**src/rtl/pmem_arbiter.sv**
```systemverilog
// -----------------------------------------------------------------------------
// pmem_arbiter
//
// Purpose:
//   Shares one physical-memory port between an instruction cache (read-only
//   line fills) and a data cache (line fills and writebacks). A three-state
//   FSM (IDLE, SERVE_I, SERVE_D) grants one requester at a time and holds
//   that grant until physical memory returns pmem_resp. Ties in IDLE are
//   broken round-robin using a last_grant register, so two requesters that
//   are both held continuously are served alternately.
//
// Parameters:
//   s_line  cacheline width in bits
//   s_addr  physical address width in bits
//
// Ports:
//   clk, rst                  clock, asynchronous active-high reset
//   i_pmem_read               instruction-cache fill request
//   i_pmem_address            instruction-cache line address
//   i_pmem_rdata, i_pmem_resp line data / completion to the instruction cache
//   d_pmem_read, d_pmem_write data-cache fill / writeback requests
//   d_pmem_address            data-cache line address
//   d_pmem_wdata              data-cache writeback line
//   d_pmem_rdata, d_pmem_resp line data / completion to the data cache
//   pmem_read, pmem_write     commands to physical memory
//   pmem_address, pmem_wdata  address / write line to physical memory
//   pmem_rdata, pmem_resp     read line / completion from physical memory
// -----------------------------------------------------------------------------
module pmem_arbiter #(
  parameter int s_line = 256,
  parameter int s_addr = 32
) (
  input  logic              clk,
  input  logic              rst,

  // Instruction-cache side
  input  logic              i_pmem_read,
  input  logic [s_addr-1:0] i_pmem_address,
  output logic [s_line-1:0] i_pmem_rdata,
  output logic              i_pmem_resp,

  // Data-cache side
  input  logic              d_pmem_read,
  input  logic              d_pmem_write,
  input  logic [s_addr-1:0] d_pmem_address,
  input  logic [s_line-1:0] d_pmem_wdata,
  output logic [s_line-1:0] d_pmem_rdata,
  output logic              d_pmem_resp,

  // Physical-memory side
  output logic              pmem_read,
  output logic              pmem_write,
  output logic [s_addr-1:0] pmem_address,
  output logic [s_line-1:0] pmem_wdata,
  input  logic [s_line-1:0] pmem_rdata,
  input  logic              pmem_resp
);

  typedef enum logic [1:0] {
    IDLE    = 2'd0,
    SERVE_I = 2'd1,
    SERVE_D = 2'd2
  } state_e;

  typedef enum logic {
    GRANT_I = 1'b0,
    GRANT_D = 1'b1
  } grant_e;

  state_e state_q, state_d;
  grant_e last_grant_q, last_grant_d;

  logic i_req;
  logic d_req;

  assign i_req = i_pmem_read;
  assign d_req = d_pmem_read | d_pmem_write;

  // ---------------------------------------------------------------------------
  // State registers. last_grant resets to D so the first tie after reset goes
  // to the instruction cache.
  // ---------------------------------------------------------------------------
  always_ff @(posedge clk or posedge rst) begin
    if (rst) begin
      state_q      <= IDLE;
      last_grant_q <= GRANT_D;
    end else begin
      state_q      <= state_d;
      last_grant_q <= last_grant_d;
    end
  end

  // ---------------------------------------------------------------------------
  // Next-state logic. Requests are only sampled in IDLE; once a grant is made
  // it is held until pmem_resp regardless of what the requester does, because
  // physical memory has no way to abort an access already in flight.
  // ---------------------------------------------------------------------------
  always_comb begin
    state_d      = state_q;
    last_grant_d = last_grant_q;

    case (state_q)
      IDLE: begin
        if (i_req && d_req) begin
          // Tie: serve whoever was not served last.
          if (last_grant_q == GRANT_D) begin
            state_d      = SERVE_I;
            last_grant_d = GRANT_I;
          end else begin
            state_d      = SERVE_D;
            last_grant_d = GRANT_D;
          end
        end else if (i_req) begin
          state_d      = SERVE_I;
          last_grant_d = GRANT_I;
        end else if (d_req) begin
          state_d      = SERVE_D;
          last_grant_d = GRANT_D;
        end
      end

      SERVE_I, SERVE_D: begin
        // No timeout: memory latency is unbounded.
        if (pmem_resp) begin
          state_d = IDLE;
        end
      end

      default: begin
        state_d = IDLE;
      end
    endcase
  end

  // ---------------------------------------------------------------------------
  // Output steering. Commands and responses are decoded purely from state_q,
  // so the asynchronous reset removes them immediately without waiting for a
  // clock edge. pmem_resp is forwarded combinationally to the owner only.
  // ---------------------------------------------------------------------------
  always_comb begin
    pmem_read    = 1'b0;
    pmem_write   = 1'b0;
    pmem_address = i_pmem_address;
    i_pmem_resp  = 1'b0;
    d_pmem_resp  = 1'b0;

    case (state_q)
      SERVE_I: begin
        pmem_read    = 1'b1;
        pmem_address = i_pmem_address;
        i_pmem_resp  = pmem_resp;
      end

      SERVE_D: begin
        // A writeback takes priority if the data cache raises both.
        pmem_read    = d_pmem_read & ~d_pmem_write;
        pmem_write   = d_pmem_write;
        pmem_address = d_pmem_address;
        d_pmem_resp  = pmem_resp;
      end

      default: begin
        // IDLE: no command issued and pmem_resp is ignored.
      end
    endcase
  end

  // Data paths are not gated: only the resp strobes tell a cache the data is
  // meant for it, so the line buses are shared wires.
  assign pmem_wdata   = d_pmem_wdata;
  assign i_pmem_rdata = pmem_rdata;
  assign d_pmem_rdata = pmem_rdata;

endmodule

```
**config.mk**
```make
export PLATFORM = sky130hd
export DESIGN_NAME = pmem_arbiter
export DESIGN_NICKNAME = d
export VERILOG_FILES = /design/src/rtl/pmem_arbiter.sv
export SDC_FILE = /design/constraint.sdc
export NUM_CORES = 1
export LEC_CHECK = 0
export ABC_CLOCK_PERIOD_IN_PS = 1550
export CAP_MARGIN = 40
export CORE_AREA = 2 2 533 535
export DETAILED_ROUTE_END_ITERATION = 6
export DIE_AREA = 0 0 535 537
export GPL_ROUTABILITY_DRIVEN = 0
export SLEW_MARGIN = 20
export SYNTH_ARGS = -nofsm -noshare
export SYNTH_HDL_FRONTEND = slang
export SYNTH_SLANG_ARGS = --single-unit
```
**constraint.sdc**
```tcl
create_clock -name clk -period 1.55 [get_ports clk]
set_input_delay 0.2325 -clock clk [delete_from_list [all_inputs] [get_ports clk]]
set_output_delay 0.2325 -clock clk [all_outputs]
set_load 0.03 [all_outputs]
```
==> Yosys cells after proc, flatten, opt, wreduce, memory -nomap -nowiden <==
Cells that the tools add are included.
{ "totals": {"regBits": 3, "input_bits": 582, "elab_cells": 30} }
{ "classes": {"eq_ne": 4, "muxes": 15, "n_bitwise": 3, "reduce_logical": 6} }
{ "ops": {"columns": ["operator", "n"], "rows": [
  ["$mux 32", 1],
  ["$mux 2", 5],
  ["$mux 1", 7],
  ["$ne 4x4->1 const B", 1],
  ["$pmux 2 s2", 1],
  ["$reduce_and 2->1", 2],
  ["$reduce_bool 3->1", 1],
  ["$eq 2x1->1 const B", 1],
  ["$eq 2x2->1 const B", 1],
  ["$logic_not 2->1", 1],
  ["$ne 2x2->1 const B", 1],
  ["$pmux 1 s2", 1],
  ["$reduce_or 2->1", 1],
  ["$and 1x1->1", 1],
  ["$logic_and 1x1->1", 1],
  ["$not 1->1", 1],
  ["$or 1x1->1", 1]
]} }

==> Longest topological paths before layout <==
Gate-level depths: netlist of run 1.
{ "depth": {"ltp_word": 5, "depth_mapped": 5, "ltp_nobuf": 5} }

==> Worst setup path after synthesis of run 1 <==
OpenSTA, ideal clock, no wires.
{ "synth_timing": {"kind": "reg2out", "start": "register state_q[0]", "end": "output pmem_address[29]", "arrival_ps": 1457, "required_ps": 1317, "setup_slack_ps": -139, "stages_incl_launch_ff": 6, "path_buffers": 2, "path_cell_list": "dfrtp_1 inv_1 ha_1 clkbuf_1 buf_2 mux2_1"} }
{ "synth_between": {"elab_chain_cells": 2} }
{ "synth_lines": {"columns": ["item", "line_no", "text"], "rows": [
  ["start: declaration", "70", "state_e state_q, state_d;"],
  ["start signal: assignment", "88", "state_q <= state_d;"],
  ["$eq 2x2->1", "147", "case (state_q)"],
  ["$mux 32", "147", null],
  ["end: declaration", "53", "output logic [s_addr-1:0] pmem_address,"]
]} }
Every way passes these cells.

==> Worst setup path in the final report of run 1 <==
{ "layout_timing": {"start": "register state_q[0]", "end": "output pmem_address[20]"} }
The elaborated chain is that of the path after synthesis.

==> metrics, run 1 <==
leakage power of the design 0.000916 uW; skew final 0.00159 ns; met2 Use GR 0.185; TritonCTS clock tree built; critical path class reg -> out; Placed Cells incl. Taps 3,913; Slew Limit Headroom 0.752; maxcap violations 0; vias in the first global route 3,000; dpl cell area 6380 um2; net total in the final layout 765; unrepaired setup endpoints after global routing yes; post-synthesis cell type with the largest combined area sky130_fd_sc_hd__buf_4; final slew viol count 0; Flop pwr share 0.042; router iterations before antenna repair 4; final period demand of the worst path 1.90 ns; Buffers on Ports 105; ys async rst share 1.00; kind of launch point of the worst setup path register; overflow left after global routing 0; Seq/Total Area, Yosys 0.0119; violated checks negative setup slack; root buf cell sky130_fd_sc_hd__clkbuf_16; antenna violations before repair 35; combinational share of power 0.846; Fmax achieved 526 MHz; met3 Track Usage GR 0.299; top-level port count 1,386; met1 track utilization from global routing 0.0246; Netlist cell types 22; Worst-Margin Slew 0.368 ns; Rows 195; Max VDD drop 0.393 mV; endpoint kind of the worst setup timing path output port; drc violations 0; CTS sink cnt 3; list of most frequent post-synthesis cells 768 x sky130_fd_sc_hd__buf_4, 30 x sky130_fd_sc_hd__mux2_2, 4 x sky130_fd_sc_hd__ha_1, 4 x sky130_fd_sc_hd__inv_1; number of flops mapped to enable cells by yosys 0; post-route antenna net violation count 0; maximum number of pins on one net before global-route repair 17; area share of the leading cell type in the synthesized netlist 0.902; antenna diode count 0; arrival time at the worst endpoint 1.67 ns; number of warnings reported in the yosys synthesis log 0; post-synthesis instance area 6390 um2; Mean Syn Cell Area 7.68 um2; share of power burned in the clock network 0.112; FF+latch count, synth 3; data required time at the worst endpoint 1.32 ns; final non-filler cell total 3,921; total number of vias 3,172; Worst-Skew Late Latency 0.23 ns; Setup Viol. Count Final 36; Clk pin slew, worst setup/hold paths 0.03 ns; setup slack after layout -0.351 ns; status finished, violations left; most frequently used flop master after synthesis sky130_fd_sc_hd__dfrtp_1; number of vias per cell 0.809; Area Growth Syn to Fin 5.64%; net count of the mapped netlist 1,418; end-of-flow core utilization 0.0240; worst hold path class in -> async; fraction of layout instances using a drive strength above 1 0.539; gr usage total 0.130; Die Outline Area 287,000 um2; worst-path maximum fanout 16; post-DP HPWL 192,000 um; number of buffers inserted by hold repair at cts 0; number of hold-slack violations in the final timing report 0; maximum level of the CTS H-tree 1; final design area excluding fillers 6750 um2; per-cell routed wire length 49.9 um; Final period util 1.23; most numerous cell in the Yosys netlist sky130_fd_sc_hd__buf_4; reported net switching power 1760 uW; global-route wire length before repair 204,000 um; net switching fraction of the power 0.474; core box area 281,000 um2; starting density of the core 0.0227; Synth Instances 832; wire length after detailed routing 196,000 um; total power per unit cell area 549 nW/um2; Detailed Route Iter0 Violations 166; leading cell types by total area after synthesis sky130_fd_sc_hd__buf_4 90%, sky130_fd_sc_hd__mux2_2 5.3%, sky130_fd_sc_hd__dfrtp_1 0.78%; global route hottest layer met3; total CTS buffers 3; height of the die 537 um; number of buffers on the longest clock path 2; cell internal power dissipation 1950 uW; Chip Width 535 um
[placed cells by master, fill, tap and decap left out, types with 2 or more instances in the layout]
cell type                          n
sky130_fd_sc_hd__inv_1             2
sky130_fd_sc_hd__ha_4              4
sky130_fd_sc_hd__mux2_4           18
sky130_fd_sc_hd__clkdlybuf4s50_1  69
sky130_fd_sc_hd__buf_12            5
sky130_fd_sc_hd__mux2_2           14
sky130_fd_sc_hd__buf_6            27
sky130_fd_sc_hd__buf_4            11
sky130_fd_sc_hd__and2_4            3
sky130_fd_sc_hd__dfrtp_1           2
sky130_fd_sc_hd__buf_16            2
sky130_fd_sc_hd__clkbuf_16         3
[timing repair]
action / CTS / global route
buffers inserted: 2 / 2
gates cloned: 2 / 0
gates resized for setup: 45 / 9
endpoints found under the setup margin: 36 / 35
pin swaps: 2 / 1
[power groups by stage]
stage / Clock, uW / Combinational [uW] / Sequential, uW
floorplan: 0 / 5010 / 141
global placement: 0 / 2480 / 136
detailed placement: 0 / 2540 / 142
CTS: 419 / 3140 / 148
global route: 423 / 3310 / 155
finish: 416 / 3140 / 154
[area by class of cell]
| cell class | count | area, um2 |
|---|---|---|
| Fill cell | 33500 | 275000 |
| Multi-Input combinational cell | 53 | 663 |
| Timing Repair Buffer | 114 | 1230 |
| Tap cell | 3743 | 4680 |
| Clock buffer | 4 | 78.8 |
| Inverter | 4 | 20.0 |
| Sequential cell | 3 | 76.3 |
[cell families (layout without fill, tap and decap cells)]
kind of cell / Yosys count / after routing / synth area share
buffers and inverters: 776 / 122 / 0.907
and+or+nand+nor: 10 / 10 / 0.00900
adders and majority gates: 4 / 4 / 0.00783
muxes: 32 / 32 / 0.0564
AOI/OAI and AO/OA: 7 / 7 / 0.00783
DFF: 3 / 3 / 0.0119
[critical path, cell delays in order (launching register included)]
cell and delay, ns:
sky130_fd_sc_hd__dfrtp_1 0.39, sky130_fd_sc_hd__inv_2 0.09, sky130_fd_sc_hd__ha_4 0.16, sky130_fd_sc_hd__buf_12 0.17, sky130_fd_sc_hd__mux2_2 0.37, sky130_fd_sc_hd__buf_4 0.18
[metrics by stage]
step | setup WS (ns) | setup TNS [ns] | power [uW] | hold slack, ns
6_report | -0.351 | -10.53 | 3710 | 0.178
3_5_place_dp | -0.268 | -7.21 | 2680 | 0.417
2_1_floorplan | -0.0232 | -0.465 | 5150 | -0.0146
3_3_place_gp | -0.212 | -5.25 | 2620 | 0.403
5_1_grt | -0.367 | -11.22 | 3890 | 0.198
4_1_cts | -0.351 | -10.51 | 3710 | 0.181
[final timing paths]
path	end	cells past startpoint	start	slack, ns
hold / removal	state_q[1]	2	rst	0.18
setup / recovery	pmem_address[20]	5	state_q[0]	-0.35
hold reg to reg	state_q[0]	2	state_q[0]	0.66
setup reg to reg	state_q[1]	7	state_q[1]	0.02
min in group clk	i_pmem_rdata[136]	0	pmem_rdata[136]	0.47
max in group asynchronous	last_grant_q	2	rst	1.16
[flip-flops by register name, summed over array words and instances (netlist names)]
| signal | count |
|---|---|
| last_grant_q | 1 |
| state_q | 2 |
[routing by layer]
layer | up-vias | routed length (um)
met5 | - | 457
li1 | 456 | -
met1 | 737 | 12700
met3 | 289 | 96200
met4 | 18 | 8430
met2 | 1672 | 77900
(Power assumes the default switching activity.)
==> inputs of run 2 (changes only) <==
Settings changed: CORE_AREA 2 2 533 535 to 3 3 534 536, DIE_AREA 0 0 535 537 to 0 0 537 539.
==> run 2 against run 1 <==
Against the previous run:
- sequential power fell by 6%
- the flow still finishes with violations (negative setup slack)
- via count fell by 0.57%
- global-route usage fell by 0.15 points
- maximum frequency rose by 2.5%
- highest routed layer unchanged
- count of clock-buffer cells in the layout did not move
- sequential share of layout area barely moved
- largest cell class unchanged
- die area rose by 0.75%
- critical endpoint is now pmem_address[29]
- worst setup slack improved by 0.046 ns
- sequential cell count did not move
- total power rose by 0.92%
==> metrics, run 2 (synthesized netlist as in run 1, its figures left out) <==
maxcap violations 0 (unchanged); Detailed Route Iter0 Violations 197 (was 166); final period demand of the worst path 1.86 ns (was 1.90 ns); setup slack on the worst flop-to-flop path 0.07 ns (was 0.02 ns); launching instance or port of the critical path state_q[0] (unchanged); Max VDD drop 0.361 mV (was 0.393 mV); Fmax achieved 539 MHz (was 526 MHz); Chip Width 537 um (was 535 um); setup slack after layout -0.305 ns (was -0.351 ns); status finished, violations left (unchanged); TritonCTS clock tree built (unchanged); final non-filler cell total 3,923 (was 3,921); kind of launch point of the worst setup path register (unchanged); Placed Cells incl. Taps 3,913 (unchanged); skew final 0.00295 ns (was 0.00159 ns); wire length after detailed routing 194,000 um (was 196,000 um); leading cell types in the layout, fill and taps excluded 69 x sky130_fd_sc_hd__clkdlybuf4s50_1, 32 x sky130_fd_sc_hd__mux2_4, 31 x sky130_fd_sc_hd__buf_6 (was 69 x sky130_fd_sc_hd__clkdlybuf4s50_1, 27 x sky130_fd_sc_hd__buf_6, 18 x sky130_fd_sc_hd__mux2_4); Die Outline Area 289,000 um2 (was 287,000 um2); total number of vias 3,154 (was 3,172); number of buffers inserted by hold repair at cts 0 (unchanged); total CTS buffers 3 (unchanged); number of buffers on the longest clock path 2 (unchanged); Final period util 1.20 (was 1.23); gr usage total 0.128 (was 0.130); overflow left after global routing 0 (unchanged); starting density of the core 0.0227 (unchanged); worst hold path class in -> async (unchanged); largest registers in the final layout state_q: 2 flops, last_grant_q: 1 flops (unchanged); data required time at the worst endpoint 1.32 ns (about the same); Worst-Skew Late Latency 0.23 ns (about the same); leading cell type in the layout, fill and taps excluded sky130_fd_sc_hd__clkdlybuf4s50_1 (unchanged); antenna violations before repair 37 (was 35); fraction of layout instances using a drive strength above 1 0.534 (was 0.539); violated checks negative setup slack (unchanged); Reg2Reg Launch Point state_q[1] (unchanged); core box area 281,000 um2 (unchanged); pre-CTS setup slack -0.190 ns (was -0.268 ns); worst-path maximum fanout 8 (was 16); Slew Limit Headroom 0.717 (was 0.752); vias in the first global route 2,974 (was 3,000); Setup Viol. Count Final 36 (unchanged); unrepaired setup endpoints after global routing yes (unchanged); endpoint kind of the worst setup timing path output port (unchanged); height of the die 539 um (was 537 um); hold slack final 0.177 ns (was 0.178 ns); Buffers on Ports 105 (unchanged); post-DP HPWL 191,000 um (was 192,000 um); arrival time at the worst endpoint 1.62 ns (was 1.67 ns); global-route wire length before repair 203,000 um (was 204,000 um); drc violations 0 (unchanged); register ranked first by flip-flop count state_q (unchanged); Worst-Margin Slew 0.420 ns (was 0.368 ns); per-cell routed wire length 49.5 um (was 49.9 um); number of hold-slack violations in the final timing report 0 (unchanged); post-route antenna net violation count 0 (unchanged); number of vias per cell 0.804 (was 0.809); Area Growth Syn to Fin 7.06% (was 5.64%); root buf cell sky130_fd_sc_hd__clkbuf_16 (unchanged); max FFs per register 2 (unchanged); total power per unit cell area 547 nW/um2 (was 549 nW/um2); top-level port count 1,386 (unchanged); leakage power of the design 0.000981 uW (was 0.000916 uW); final slew viol count 0 (unchanged); end of the worst register-to-register path state_q[1] (unchanged); Rows 195 (unchanged); CTS sink cnt 3 (unchanged); router iterations before antenna repair 6 (was 4); reg2reg path depth 7 (unchanged); maximum number of pins on one net before global-route repair 17 (unchanged); critical path class reg -> out (unchanged); Clk pin slew, worst setup/hold paths 0.03 ns (about the same); maximum level of the CTS H-tree 1 (unchanged); net total in the final layout 765 (unchanged)
[run 2: report_power, final]
part | switching [uW] | total [uW] | internal, uW
clock | 82.0 | 422 | 340
combinational | 1590 | 3180 | 1590
sequential | 24.0 | 145 | 122
total | 1700 | 3750 | 2050
[run 2: cell type report]
type                            instances  area, um2
Fill cell                           33500     274000
Tap cell                             3743       4680
Clock buffer                            4       78.8
Timing Repair Buffer                  114       1270
Antenna cell                            2       5.00
Sequential cell                         3       76.3
Multi-Input combinational cell         53        709
Inverter                                4       20.0
[run 2: metrics by stage]
step	cell area (um2)	TNS, ns	util	power [uW]
3_5_place_dp	6410	-4.78	0.0228	2650
5_1_grt	6840	-10.81	0.0243	3950
6_report	6850	-9.05	0.0243	3750
2_1_floorplan	6440	-0.465	-	5150
4_1_cts	6780	-10.08	0.0241	3730
3_3_place_gp	6410	-4.82	0.0228	2590
[run 2: per-layer routing]
layer  routed length [um]  up-vias  track usage
met5                   46        -            0
li1                     -      459            -
met3                96200      254        0.298
met1                13000      758       0.0241
met2                78100     1677        0.184
met4                 6950        6       0.0396
[run 2: worst max-delay path by stage]
stage	end	slack, ns	cells after the start
2_1_floorplan	pmem_address[10]	-0.02	5
3_3_place_gp	pmem_address[18]	-0.19	5
3_5_place_dp	pmem_address[11]	-0.19	5
4_1_cts	pmem_address[27]	-0.34	6
5_1_grt	pmem_address[29]	-0.35	6
6_report	pmem_address[29]	-0.31	6
[run 2: critical path: stages (launching register included)]
cell and delay (ns):
sky130_fd_sc_hd__dfrtp_1 0.38, sky130_fd_sc_hd__inv_2 0.08, sky130_fd_sc_hd__ha_4 0.16, sky130_fd_sc_hd__buf_12 0.13
sky130_fd_sc_hd__buf_16 0.15, sky130_fd_sc_hd__mux2_4 0.31, sky130_fd_sc_hd__buf_6 0.15
[run 2: timing repair]
item	4_1_cts	5_1_grt
gates resized for setup	57	14
setup buffers	3	0
setup endpoints to repair	35	37
cloned	2	0
pin swaps	3	1
